--- src/rtl/reg374_bus_arbiter.sv ---
// Round-robin owner arbiter for octal '374 banks sharing one tristate bus.
// Grants are registered; a hold limit and dead cycles guard every handover.
module reg374_bus_arbiter #(
    parameter int NREQ     = 4,
    parameter int DEAD_CYC = 1,
    parameter int MAX_HOLD = 15
) (
    input  logic                    CLK,
    input  logic                    RESET_N,
    input  logic [NREQ-1:0]         REQ,
    input  logic [NREQ-1:0]         DONE,
    output logic [NREQ-1:0]         GNT,
    output logic [NREQ-1:0]         OENB_N,
    output logic                    BUSY,
    output logic [$clog2(NREQ)-1:0] OWNER,
    output logic                    TIMEOUT
);
    localparam int OW = $clog2(NREQ);
    localparam logic [OW:0] NREQ_W = (OW+1)'(NREQ);
    localparam logic [7:0] MAX_W = 8'(MAX_HOLD);
    localparam logic [1:0] DEAD_W = 2'(DEAD_CYC);

    typedef enum logic [1:0] {
        IDLE,
        DRIVE,
        TURN
    } state_t;

    state_t state_q, state_d;
    logic [NREQ-1:0] gnt_q, gnt_d;
    logic [OW-1:0] owner_q, owner_d;
    logic [OW-1:0] rr_q, rr_d;
    logic [7:0] hold_q, hold_d;
    logic [1:0] turn_q, turn_d;
    logic timeout_q, timeout_d;

    logic [OW-1:0] cand;
    logic [OW-1:0] win_idx;
    logic win_found;
    logic rel_done, rel_drop, rel_max;

    function automatic logic [OW-1:0] wrap_add(
        input logic [OW-1:0] base,
        input logic [OW:0]   inc
    );
        logic [OW:0] sum;
        sum = {1'b0, base} + inc;
        if (sum >= NREQ_W) begin
            sum = sum - NREQ_W;
        end
        return sum[OW-1:0];
    endfunction

    // Search starts at rr_q and wraps, so the first hit is the winner.
    always_comb begin
        cand = '0;
        win_found = 1'b0;
        win_idx = '0;
        for (int k = 0; k < NREQ; k++) begin
            cand = wrap_add(rr_q, (OW+1)'(k));
            if (!win_found && REQ[cand]) begin
                win_found = 1'b1;
                win_idx = cand;
            end
        end
    end

    assign rel_done = DONE[owner_q];
    assign rel_drop = ~REQ[owner_q];
    assign rel_max = (MAX_HOLD != 0) && (hold_q == MAX_W);

    always_comb begin
        state_d = state_q;
        gnt_d = gnt_q;
        owner_d = owner_q;
        rr_d = rr_q;
        hold_d = hold_q;
        turn_d = turn_q;
        timeout_d = 1'b0;
        unique case (state_q)
            IDLE: begin
                if (win_found) begin
                    state_d = DRIVE;
                    gnt_d = '0;
                    gnt_d[win_idx] = 1'b1;
                    owner_d = win_idx;
                    hold_d = 8'd1;
                end
            end
            DRIVE: begin
                if (rel_done || rel_drop || rel_max) begin
                    gnt_d = '0;
                    rr_d = wrap_add(owner_q, (OW+1)'(1));
                    hold_d = '0;
                    timeout_d = rel_max & ~rel_done & ~rel_drop;
                    if (DEAD_CYC > 0) begin
                        state_d = TURN;
                        turn_d = DEAD_W;
                    end else begin
                        state_d = IDLE;
                    end
                end else if (hold_q != 8'hFF) begin
                    hold_d = hold_q + 8'd1;
                end
            end
            TURN: begin
                turn_d = turn_q - 2'd1;
                if (turn_q <= 2'd1) begin
                    state_d = IDLE;
                    turn_d = '0;
                end
            end
            default: begin
                state_d = IDLE;
                gnt_d = '0;
            end
        endcase
    end

    always_ff @(posedge CLK or negedge RESET_N) begin
        if (!RESET_N) begin
            state_q <= IDLE;
            gnt_q <= '0;
            owner_q <= '0;
            rr_q <= '0;
            hold_q <= '0;
            turn_q <= '0;
            timeout_q <= 1'b0;
        end else begin
            state_q <= state_d;
            gnt_q <= gnt_d;
            owner_q <= owner_d;
            rr_q <= rr_d;
            hold_q <= hold_d;
            turn_q <= turn_d;
            timeout_q <= timeout_d;
        end
    end

    assign GNT = gnt_q;
    assign OENB_N = ~gnt_q;
    assign BUSY = (state_q != IDLE);
    assign OWNER = owner_q;
    assign TIMEOUT = timeout_q;

endmodule

--- config.mk ---
export PLATFORM = sky130hd
export DESIGN_NAME = reg374_bus_arbiter
export DESIGN_NICKNAME = d
export VERILOG_FILES = /design/src/rtl/reg374_bus_arbiter.sv
export SDC_FILE = /design/constraint.sdc
export NUM_CORES = 1
export LEC_CHECK = 0
export ABC_AREA = 1
export CORE_ASPECT_RATIO = 0.5
export CORE_MARGIN = 4
export CORE_UTILIZATION = 54
export CTS_CLUSTER_SIZE = 20
export DETAILED_ROUTE_END_ITERATION = 8
export GPL_ROUTABILITY_DRIVEN = 0
export PLACE_DENSITY = 0.8
export SLEW_MARGIN = 20
export SYNTH_ARGS = -nofsm -noshare
export SYNTH_HDL_FRONTEND = slang
export SYNTH_SLANG_ARGS = --single-unit
--- constraint.sdc ---
create_clock -name CLK -period 1.83 [get_ports CLK]
set_input_delay 0.366 -clock CLK [delete_from_list [all_inputs] [get_ports CLK]]
set_output_delay 0.366 -clock CLK [all_outputs]
set_load 0.01 [all_outputs]
==> results.rst, run 1 <==
.. list-table::
   :header-rows: 1

   * - Metric
     - Value
   * - Result of the run
     - finished, final reports clean
   * - Endpoint kind of the worst setup timing path
     - primary output
   * - Total power divided by cell area
     - 1440 nW/um^2
   * - Finish-stage setup viols
     - 0
   * - Largest net degree at the start of global routing
     - 22
   * - Instance count of the mapped netlist
     - 213
   * - Source-to-sink clock delay at the later pin of the worst-skew pair
     - 0.26 ns
   * - Average cell area after synthesis
     - 6.96 sq um
   * - Area of all sequential standard cells
     - 527 sq um
   * - Routed wire per std cell
     - 11.5 um
   * - Floorplan die area
     - 3700 sq um
   * - Die span in y
     - 45.1 um
   * - Leading cell types by total area after synthesis
     - dfrtp_1 (35%), nand2_1 (17%), inv_1 (6.6%), nand3_1 (6.1%), nor2_1 (4.8%)
   * - Number of clock sinks
     - 21
   * - Post-synthesis cell type with the largest combined area
     - dfrtp_1
   * - Initial DRT Pass Iterations
     - 4
   * - Initial standard-cell utilization of the core
     - 57.0%
   * - Number of enable flip-flop cells after synthesis
     - 0
   * - Normalized max-slew margin
     - 76.1%
   * - Wire length of the first global-routing pass
     - 5.46 mm
   * - Post-route ant nets
     - 0
   * - Pre-CTS setup slack
     - -0.0562 ns
   * - Clock Tree Root
     - clkbuf_8
   * - Die W
     - 82.1 um
   * - Startpoint type of the worst setup path
     - flip-flop
   * - Setup Buffers After CTS
     - 0
   * - Required time reported for the critical path endpoint
     - 1.46 ns
   * - Number of pins exceeding their max-slew limit in the final report
     - 0
   * - Area of combinational cells with multiple inputs
     - 806 sq um
   * - Area share of the largest cell type after synthesis
     - 35.4%
   * - IR Drop Worst-Case VDD
     - 1.07 mV
   * - Delay contributed by the slowest stage of the critical path
     - 0.48 ns
   * - Slack of the critical path
     - 0.105 ns
   * - P&R area growth vs syn
     - 22.9%
   * - Total track usage
     - 19.2%
   * - # Max-Cap Violations
     - 0
   * - Setup TNS Final
     - 0 ns
   * - Cell chain of the critical path
     - nor2_2 > inv_1 > clkdlybuf4s50_1
   * - Number of nets in the final layout
     - 255
   * - Cell Area, Synth
     - 1480 sq um
   * - Number of violations reported at the end of detailed-routing iteration 0
     - 53
   * - Min cycle time layout
     - 1.72 ns
   * - Vias per cell
     - 5.05
   * - Routed via count
     - 1413
   * - Worst hold slack
     - 0.443 ns
   * - YS warnings
     - 0
   * - Most used DFF post-synth
     - dfrtp_1
   * - CORE AREA
     - 2600 sq um
   * - Path class of the lowest-slack min-delay path
     - input port to asynchronous set/reset pin
   * - Total clock buffers created by CTS
     - 3
   * - Number of antenna violations at the first check in global routing
     - 0
   * - Number of primary I/O pins
     - 22
   * - Post-synth ARST share
     - 100%
   * - Total half-perimeter wirelength after legalization and detailed placement
     - 2.55 mm
   * - Leakage
     - 0.000950 uW
   * - Crit-path slowest cell
     - clkdlybuf4s50_1
   * - CP Max Fanout
     - 3
   * - Post-route clock skew
     - 0.00240 ns
   * - Cell variety after synth
     - 29
   * - Layout cell share with drive strength beyond 1
     - 17.7%
   * - Fillers
     - 226
   * - Worst path top cell family by delay
     - buffers and inverters
   * - CP bufs+invs
     - 2
   * - Maximum root-to-sink buffer count
     - 2
   * - Seq cells post-synth
     - 21
   * - I/O Buffers
     - 21
   * - Portion of the clock cycle consumed by the worst path in the final layout
     - 94.2%
   * - Worst-path clk slew
     - 0.08 ns
   * - Setup repair after global routing missed its margin
     - no
   * - Max Clk Rate
     - 0.580 GHz
   * - CTS tree
     - done
   * - Most frequently used cell type in the post-synthesis netlist
     - nand2_1
   * - Worst Max-Slew Pin Slew
     - 0.357 ns
   * - Top cells by instance count after synthesis
     - nand2_1 (68), inv_1 (26), dfrtp_1 (21)
   * - CTS H-Tree Depth
     - 1
   * - Startpoint-to-endpoint class of the critical path
     - flip-flop to primary output
   * - Number of remaining DRC errors
     - 0
   * - Wirelength, routed
     - 3.23 mm
   * - Number of global-route vias before repair
     - 1287
   * - Sequential area share after synthesis
     - 35.4%
   * - Data arrival at the endpoint of the critical path
     - 1.36 ns
   * - Fin. Hold Viols
     - 0
   * - Cell row count
     - 13
   * - Final antenna diode count
     - 0
   * - Global route total overflow
     - 0
   * - Mapped Nets
     - 224
## layout make-up
cell class	count	share of cell area [%]
inverter	36	7.83
multi-input combinational	155	44.2
clock buffer	4	2.47
sequential	21	28.9
timing repair buffer	27	14.0
tap	37	2.54
## stage by stage
stage          utilization (%)  area [sq um]  power, uW  cells
2_1_floorplan                -          1480       1870    213
3_3_place_gp              68.1          1770       2270    276
3_5_place_dp              68.1          1770       2320    276
4_1_cts                   69.9          1820       2630    280
5_1_grt                   70.0          1820       2840    280
6_report                  70.0          1820       2630    280
## state kept, by name, summed over array words and instances (netlist names)
signal,cells
hold_q,8
OWNER,2
TIMEOUT,1
turn_q,2
GNT,4
rr_q,2
state_q,2
## cells in the final DEF, fill, tap and decap left out, drive strengths merged
| cell | count |
|---|---|
| nand2 | 80 |
| inv | 35 |
| nor2 | 22 |
| nand3 | 22 |
| clkdlybuf4s50 | 21 |
| dfrtp | 21 |
| nand4 | 12 |
| o21ai | 9 |
| buf | 6 |
| clkbuf | 4 |
| nor3 | 3 |
| or2 | 2 |
| nor3b | 1 |
| xor2 | 1 |
| nand3b | 1 |
| o21a | 1 |
| clkinv | 1 |
| ha | 1 |
## layer usage
layer  up-vias  GRT usage, %  share of wire (%)
met1       657          24.1                 46
met4         0          3.97               0.74
met3         2          2.99                2.7
met2        23          35.5                 50
li1        731             -                  -
met5         -             0                  0
## cell families (layout without fill, tap and decap cells)
kind of cell,Yosys count,count (layout),share of synthesized area [%]
buffers and inverters,37,67,10.4
XOR/XNOR,1,1,0.591
AO/OA/AOI/OAI,10,10,3.80
AND/OR/NAND/NOR,143,143,48.9
adder cells (fa/ha/maj),1,1,0.844
flip-flops,21,21,35.4
## where the power goes
group | internal, uW | switching (uW) | leakage [uW]
clock | 155 | 152 | 0.0000228
combinational | 604 | 985 | 0.000653
sequential | 585 | 150 | 0.000274
## worst paths after layout
kind	cells past startpoint	to	slack, ns	from
min	2	hold_q[3]	0.44	RESET_N
min in group CLK	2	turn_q[0]	0.49	turn_q[1]
min reg2reg	2	turn_q[0]	0.49	turn_q[1]
max	3	BUSY	0.11	state_q[1]
max reg2reg	9	rr_q[0]	0.20	hold_q[0]
max in group asynchronous	2	rr_q[0]	1.15	RESET_N
## repair_timing
| item | 4_1_cts | 5_1_grt |
|---|---|---|
| endpoints found under the setup margin | 0 | 12 |
| hold buffers | 0 | 0 |
| gates resized for setup | 0 | 2 |
Note: power is estimated with default switching activity, not from simulation.
==> run 2, diff against run 1 <==
--- a/config.mk
+++ b/config.mk
@@ -12,7 +12,7 @@
 export CTS_CLUSTER_SIZE = 20
 export DETAILED_ROUTE_END_ITERATION = 8
 export GPL_ROUTABILITY_DRIVEN = 0
-export PLACE_DENSITY = 0.8
+export PLACE_DENSITY = 0.88
 export SLEW_MARGIN = 20
 export SYNTH_ARGS = -nofsm -noshare
 export SYNTH_HDL_FRONTEND = slang
==> results.rst, run 2 (synthesis results as in run 1) <==
.. list-table::
   :header-rows: 1

   * - Metric
     - Value
   * - IR Drop Worst-Case VDD
     - 1.23 mV (+15%)
   * - Final antenna diode count
     - 0 (unchanged)
   * - CTS tree
     - done
   * - Wirelength, routed
     - 3.40 mm (+5.3%)
   * - Startpoint type of the worst setup path
     - flip-flop
   * - Required time reported for the critical path endpoint
     - 1.46 ns (about the same)
   * - Share of power burned in registers
     - 27.8% (about the same)
   * - Top library cells by usage in the layout, fill and taps aside
     - nand2_1 (67), inv_1 (26), clkdlybuf4s50_1 (21), dfrtp_1 (20), nor2_1 (19)
   * - Leakage
     - 0.000954 uW (+0.35%)
   * - CP Max Fanout
     - 3 (unchanged)
   * - Layout cell share with drive strength beyond 1
     - 18.2% (+0.49 points)
   * - Total half-perimeter wirelength after legalization and detailed placement
     - 2.61 mm (+2.5%)
   * - Routed via count
     - 1461 (+3.4%)
   * - Cts-stage hold buffer count
     - 0 (unchanged)
   * - Worst Max-Slew Pin Slew
     - 0.389 ns (+0.0313 ns)
   * - Endpoint kind of the worst setup timing path
     - primary output
   * - Worst hold slack
     - 0.433 ns (-0.00989 ns)
   * - Post-route clock skew
     - 0.00615 ns (+0.00375 ns)
   * - Worst-path clk slew
     - 0.08 ns (about the same)
   * - Global route total overflow
     - 0 (unchanged)
   * - Number of global-route vias before repair
     - 1368 (+6.3%)
   * - # Max-Cap Violations
     - 0 (unchanged)
   * - Clock Tree Root
     - clkbuf_8
   * - Portion of the clock cycle consumed by the worst path in the final layout
     - 93.4% (-0.86 points)
   * - Startpoint of the worst setup timing path
     - state_q[1]
   * - Post-route non-filler standard cell count
     - 279 (-0.36%)
   * - Floorplan die area
     - 3700 sq um (unchanged)
   * - Total track usage
     - 21.0% (+1.9 points)
   * - Number of antenna violations at the first check in global routing
     - 0 (unchanged)
   * - Data arrival at the endpoint of the critical path
     - 1.34 ns (-0.02 ns)
   * - Number of nets in the final layout
     - 254 (-0.39%)
   * - Termination of the worst setup path
     - BUSY
   * - Most common cell after layout, fill and taps aside
     - nand2_1
   * - Total clock buffers created by CTS
     - 3 (unchanged)
   * - Largest net degree at the start of global routing
     - 22 (unchanged)
   * - Max reg flops
     - 8 (unchanged)
   * - P&R area growth vs syn
     - 22.8% (about the same)
   * - Setup repair after global routing missed its margin
     - no
   * - Number of violations reported at the end of detailed-routing iteration 0
     - 164 (+210%)
   * - Source-to-sink clock delay at the later pin of the worst-skew pair
     - 0.27 ns (about the same)
   * - Clock network power share
     - 11.7% (about the same)
   * - Wire length of the first global-routing pass
     - 5.93 mm (+8.6%)
   * - Startpoint-to-endpoint class of the critical path
     - flip-flop to primary output
   * - Switching power
     - 1300 uW (+1.1%)
   * - Number of cells after detailed placement
     - 275 (-0.36%)
   * - Fin. Hold Viols
     - 0 (unchanged)
   * - Vias per cell
     - 5.24 (+3.8%)
   * - CORE AREA
     - 2600 sq um (unchanged)
   * - Minimum setup slack among reg-to-reg paths
     - 0.14 ns (-0.06 ns)
   * - Min cycle time layout
     - 1.71 ns (-0.0157 ns)
   * - Number of primary I/O pins
     - 22 (unchanged)
   * - Post-route ant nets
     - 0 (unchanged)
   * - Relative contribution of combinational cells to total power
     - 60.4% (about the same)
   * - Number of cells on the worst reg-to-reg path
     - 8 (-1)
   * - Setup TNS Final
     - 0 ns (unchanged)
   * - Max Clk Rate
     - 0.585 GHz (+0.92%)
   * - Result of the run
     - finished, final reports clean
   * - Initial DRT Pass Iterations
     - 4 (unchanged)
   * - R2R Path End
     - hold_q[1]
   * - Maximum root-to-sink buffer count
     - 2 (unchanged)
   * - Critical register-to-register path startpoint
     - hold_q[0]
   * - Int Power
     - 1340 uW (-0.19%)
   * - CTS H-Tree Depth
     - 1 (unchanged)
   * - Initial standard-cell utilization of the core
     - 57.0% (unchanged)
   * - Pre-CTS setup slack
     - -0.0547 ns (+0.00158 ns)
   * - Cell row count
     - 13 (unchanged)
   * - Finish-stage setup viols
     - 0 (unchanged)
   * - Number of clock sinks
     - 21 (unchanged)
   * - Sw frac
     - 49.2% (+0.32 points)
   * - Die span in y
     - 45.1 um (unchanged)
   * - Normalized max-slew margin
     - 74.1% (-2.1 points)
   * - Path class of the lowest-slack min-delay path
     - input port to asynchronous set/reset pin
   * - I/O Buffers
     - 21 (unchanged)
   * - Number of remaining DRC errors
     - 0 (unchanged)
   * - Total power divided by cell area
     - 1450 nW/um^2 (+0.51%)
   * - Largest Register
     - hold_q
   * - Number of pins exceeding their max-slew limit in the final report
     - 0 (unchanged)
   * - Slack of the critical path
     - 0.121 ns (+0.0157 ns)
   * - Routed wire per std cell
     - 12.2 um (+5.6%)
   * - Die W
     - 82.1 um (unchanged)
   * - Sum of internal, switching and leakage power
     - 2640 uW (+0.44%)
==> run 2: stage by stage <==
step                utilization [%]  instance area, sq um
finish                         70.0                  1820
global route                   70.0                  1820
CTS                            69.6                  1810
detailed placement             67.8                  1770
global placement               67.8                  1770
floorplan                         -                  1480
==> run 2: per-layer routing <==
layer  up-vias  global-route usage, %  wire (um)
li1        727                      -          -
met1       691                   27.5       1570
met2        38                   36.3       1650
met3         5                   4.18        146
met4         0                   5.30         38
met5         -                      0          0
==> run 2: worst min-delay path by stage <==
stage | start | end | slack, ns | cells past startpoint
final | RESET_N | hold_q[6] | 0.43 | 2
after global routing | RESET_N | hold_q[4] | 0.47 | 2
after CTS | RESET_N | hold_q[4] | 0.44 | 2
after detailed placement | turn_q[1] | turn_q[0] | 0.48 | 2
after global placement | turn_q[1] | turn_q[0] | 0.46 | 2
after floorplan | RESET_N | GNT[0] | 0.07 | 0
==> run 2: timing repair <==
action | CTS | global route
setup buffers | 0 | 0
setup endpoints to repair | 0 | 16
resized for setup | 0 | 3
==> run 2: cell type report <==
type / count / area (sq um)
multi-input combinational: 155 / 811
fill: 204 / 782
sequential: 21 / 527
timing repair buffer: 26 / 248
inverter: 36 / 143
tap: 37 / 46.3
clock buffer: 3 / 41.3
clock inverter: 1 / 5.00
==> run 2: power groups by stage <==
stage               clock (uW)  sequential (uW)  combinational (uW)
detailed placement           0              735                1590
global placement             0              735                1530
CTS                        320              730                1600
global route               342              756                1790
floorplan                    0              700                1170
finish                     310              735                1600
==> run 2: worst max-delay path: stages, from the launching register on <==
cell and delay, ns:
dfrtp_1 0.43, nor2_2 0.14, inv_1 0.05, clkdlybuf4s50_1 0.47
==> run 3, diff against run 2 <==
--- a/config.mk
+++ b/config.mk
@@ -17,3 +17,4 @@
 export SYNTH_ARGS = -nofsm -noshare
 export SYNTH_HDL_FRONTEND = slang
 export SYNTH_SLANG_ARGS = --single-unit
+export TNS_END_PERCENT = 50
==> results.rst, run 3 (synthesis results as in run 1) <==
.. list-table::
   :header-rows: 1

   * - Metric
     - Value
   * - Number of antenna violations at the first check in global routing
     - 0 (unchanged)
   * - Data arrival at the endpoint of the critical path
     - 1.34 ns (about the same)
   * - Source-to-sink clock delay at the later pin of the worst-skew pair
     - 0.27 ns (about the same)
   * - Total half-perimeter wirelength after legalization and detailed placement
     - 2.61 mm (unchanged)
   * - Number of remaining DRC errors
     - 0 (unchanged)
   * - Initial DRT Pass Iterations
     - 4 (unchanged)
   * - CORE AREA
     - 2600 sq um (unchanged)
   * - Portion of the clock cycle consumed by the worst path in the final layout
     - 93.4% (about the same)
   * - Setup TNS Final
     - 0 ns (unchanged)
   * - Number of pins exceeding their max-slew limit in the final report
     - 0 (unchanged)
   * - Worst Max-Slew Pin Slew
     - 0.373 ns (-0.0152 ns)
   * - Number of global-route vias before repair
     - 1368 (unchanged)
   * - Cell row count
     - 13 (unchanged)
   * - Finish-stage setup viols
     - 0 (unchanged)
   * - Most common cell after layout, fill and taps aside
     - nand2_1
   * - Routed via count
     - 1444 (-1.2%)
   * - Number of primary I/O pins
     - 22 (unchanged)
   * - Required time reported for the critical path endpoint
     - 1.46 ns (about the same)
   * - Initial standard-cell utilization of the core
     - 57.0% (unchanged)
   * - Die W
     - 82.1 um (unchanged)
   * - Top library cells by usage in the layout, fill and taps aside
     - nand2_1 (67), inv_1 (26), clkdlybuf4s50_1 (21), dfrtp_1 (20), nor2_1 (19)
   * - IR Drop Worst-Case VDD
     - 1.23 mV (+0.18%)
   * - Post-route ant nets
     - 0 (unchanged)
   * - Total power divided by cell area
     - 1450 nW/um^2 (about the same)
   * - Clock Tree Root
     - clkbuf_8
   * - Min cycle time layout
     - 1.71 ns (+0.000151 ns)
   * - Leakage
     - 0.000954 uW (about the same)
   * - Final antenna diode count
     - 0 (unchanged)
   * - CTS H-Tree Depth
     - 1 (unchanged)
   * - Floorplan die area
     - 3700 sq um (unchanged)
   * - Startpoint type of the worst setup path
     - flip-flop
   * - Number of violations reported at the end of detailed-routing iteration 0
     - 164 (unchanged)
   * - Slack of the critical path
     - 0.121 ns (-0.000151 ns)
   * - CP Max Fanout
     - 3 (unchanged)
   * - Path class of the lowest-slack min-delay path
     - input port to asynchronous set/reset pin
   * - Cts-stage hold buffer count
     - 0 (unchanged)
   * - Largest Register
     - hold_q
   * - Startpoint-to-endpoint class of the critical path
     - flip-flop to primary output
   * - Worst-path clk slew
     - 0.08 ns (about the same)
   * - Total track usage
     - 21.0% (unchanged)
   * - I/O Buffers
     - 21 (unchanged)
   * - Wire length of the first global-routing pass
     - 5.93 mm (unchanged)
   * - Routed wire per std cell
     - 12.1 um (-0.65%)
   * - Setup repair after global routing missed its margin
     - no
   * - Die span in y
     - 45.1 um (unchanged)
   * - Minimum setup slack among reg-to-reg paths
     - 0.15 ns (about the same)
   * - Largest net degree at the start of global routing
     - 22 (unchanged)
   * - Pre-CTS setup slack
     - -0.0547 ns (unchanged)
   * - Maximum root-to-sink buffer count
     - 2 (unchanged)
   * - Endpoint kind of the worst setup timing path
     - primary output
   * - Layout cell share with drive strength beyond 1
     - 18.2% (unchanged)
   * - Result of the run
     - finished, final reports clean
   * - R2R Path End
     - hold_q[1]
   * - # Max-Cap Violations
     - 0 (unchanged)
   * - Total clock buffers created by CTS
     - 3 (unchanged)
   * - Normalized max-slew margin
     - 75.1% (+1.0 points)
   * - CTS tree
     - done
   * - Number of nets in the final layout
     - 254 (unchanged)
   * - Wirelength, routed
     - 3.38 mm (-0.65%)
   * - P&R area growth vs syn
     - 22.8% (unchanged)
   * - Number of clock sinks
     - 21 (unchanged)
   * - Post-route clock skew
     - 0.00576 ns (-0.000386 ns)
   * - Global route total overflow
     - 0 (unchanged)
   * - Vias per cell
     - 5.18 (-1.2%)
   * - Max Clk Rate
     - 0.585 GHz (about the same)
   * - Number of cells on the worst reg-to-reg path
     - 8 (unchanged)
   * - Max reg flops
     - 8 (unchanged)
   * - Fin. Hold Viols
     - 0 (unchanged)
   * - Critical register-to-register path startpoint
     - hold_q[0]
[run 3: cell counts in the layout (fill, tap and decap cells not counted)]
No cell type changed its count.
[run 3: how the worst max path moves through the flow]
stage | end | from | cells after the start | slack [ns]
after floorplan | hold_q[5] | hold_q[0] | 8 | 0.35
after global placement | GNT[1] | REQ[3] | 13 | -0.006
after detailed placement | hold_q[2] | REQ[1] | 10 | -0.05
after CTS | hold_q[3] | hold_q[0] | 8 | 0.09
after global routing | hold_q[3] | hold_q[0] | 8 | 0.03
final | BUSY | state_q[1] | 3 | 0.12
[run 3: what timing repair did]
action,CTS,global route
setup buffers,0,0
endpoints found under the setup margin,0,16
resized for setup,0,3
[run 3: stage by stage]
stage	instances	util (%)	power [uW]	hold slack [ns]	cell area, sq um
detailed placement	275	67.8	2320	0.479	1770
global route	279	70.0	2890	0.467	1820
floorplan	213	-	1870	0.0704	1480
CTS	279	69.6	2650	0.440	1810
global placement	275	67.8	2260	0.461	1770
finish	279	70.0	2640	0.439	1820
[run 3: power breakdown]
part	internal, uW	total (uW)	switching [uW]
clock	152	310	158
sequential	585	736	151
combinational	605	1600	991
total	1340	2640	1300
[run 3: worst max-delay path, cell delays in order, from the launching register on]
cell and delay [ns]:
dfrtp_1 0.43, nor2_2 0.14, inv_1 0.05, clkdlybuf4s50_1 0.47
[run 3: area by class of cell]
type / count / area, sq um
clock buffer: 3 / 41.3
clock inverter: 1 / 5.00
fill: 204 / 782
inverter: 36 / 143
multi-input combinational: 155 / 811
sequential: 21 / 527
tap: 37 / 46.3
timing repair buffer: 26 / 248
[run 3: routing by layer]
layer | GRT usage [%] | routed length, um
met3 | 4.18 | 93
met4 | 5.30 | 38
met5 | 0 | 0
met1 | 27.5 | 1620
met2 | 36.3 | 1630
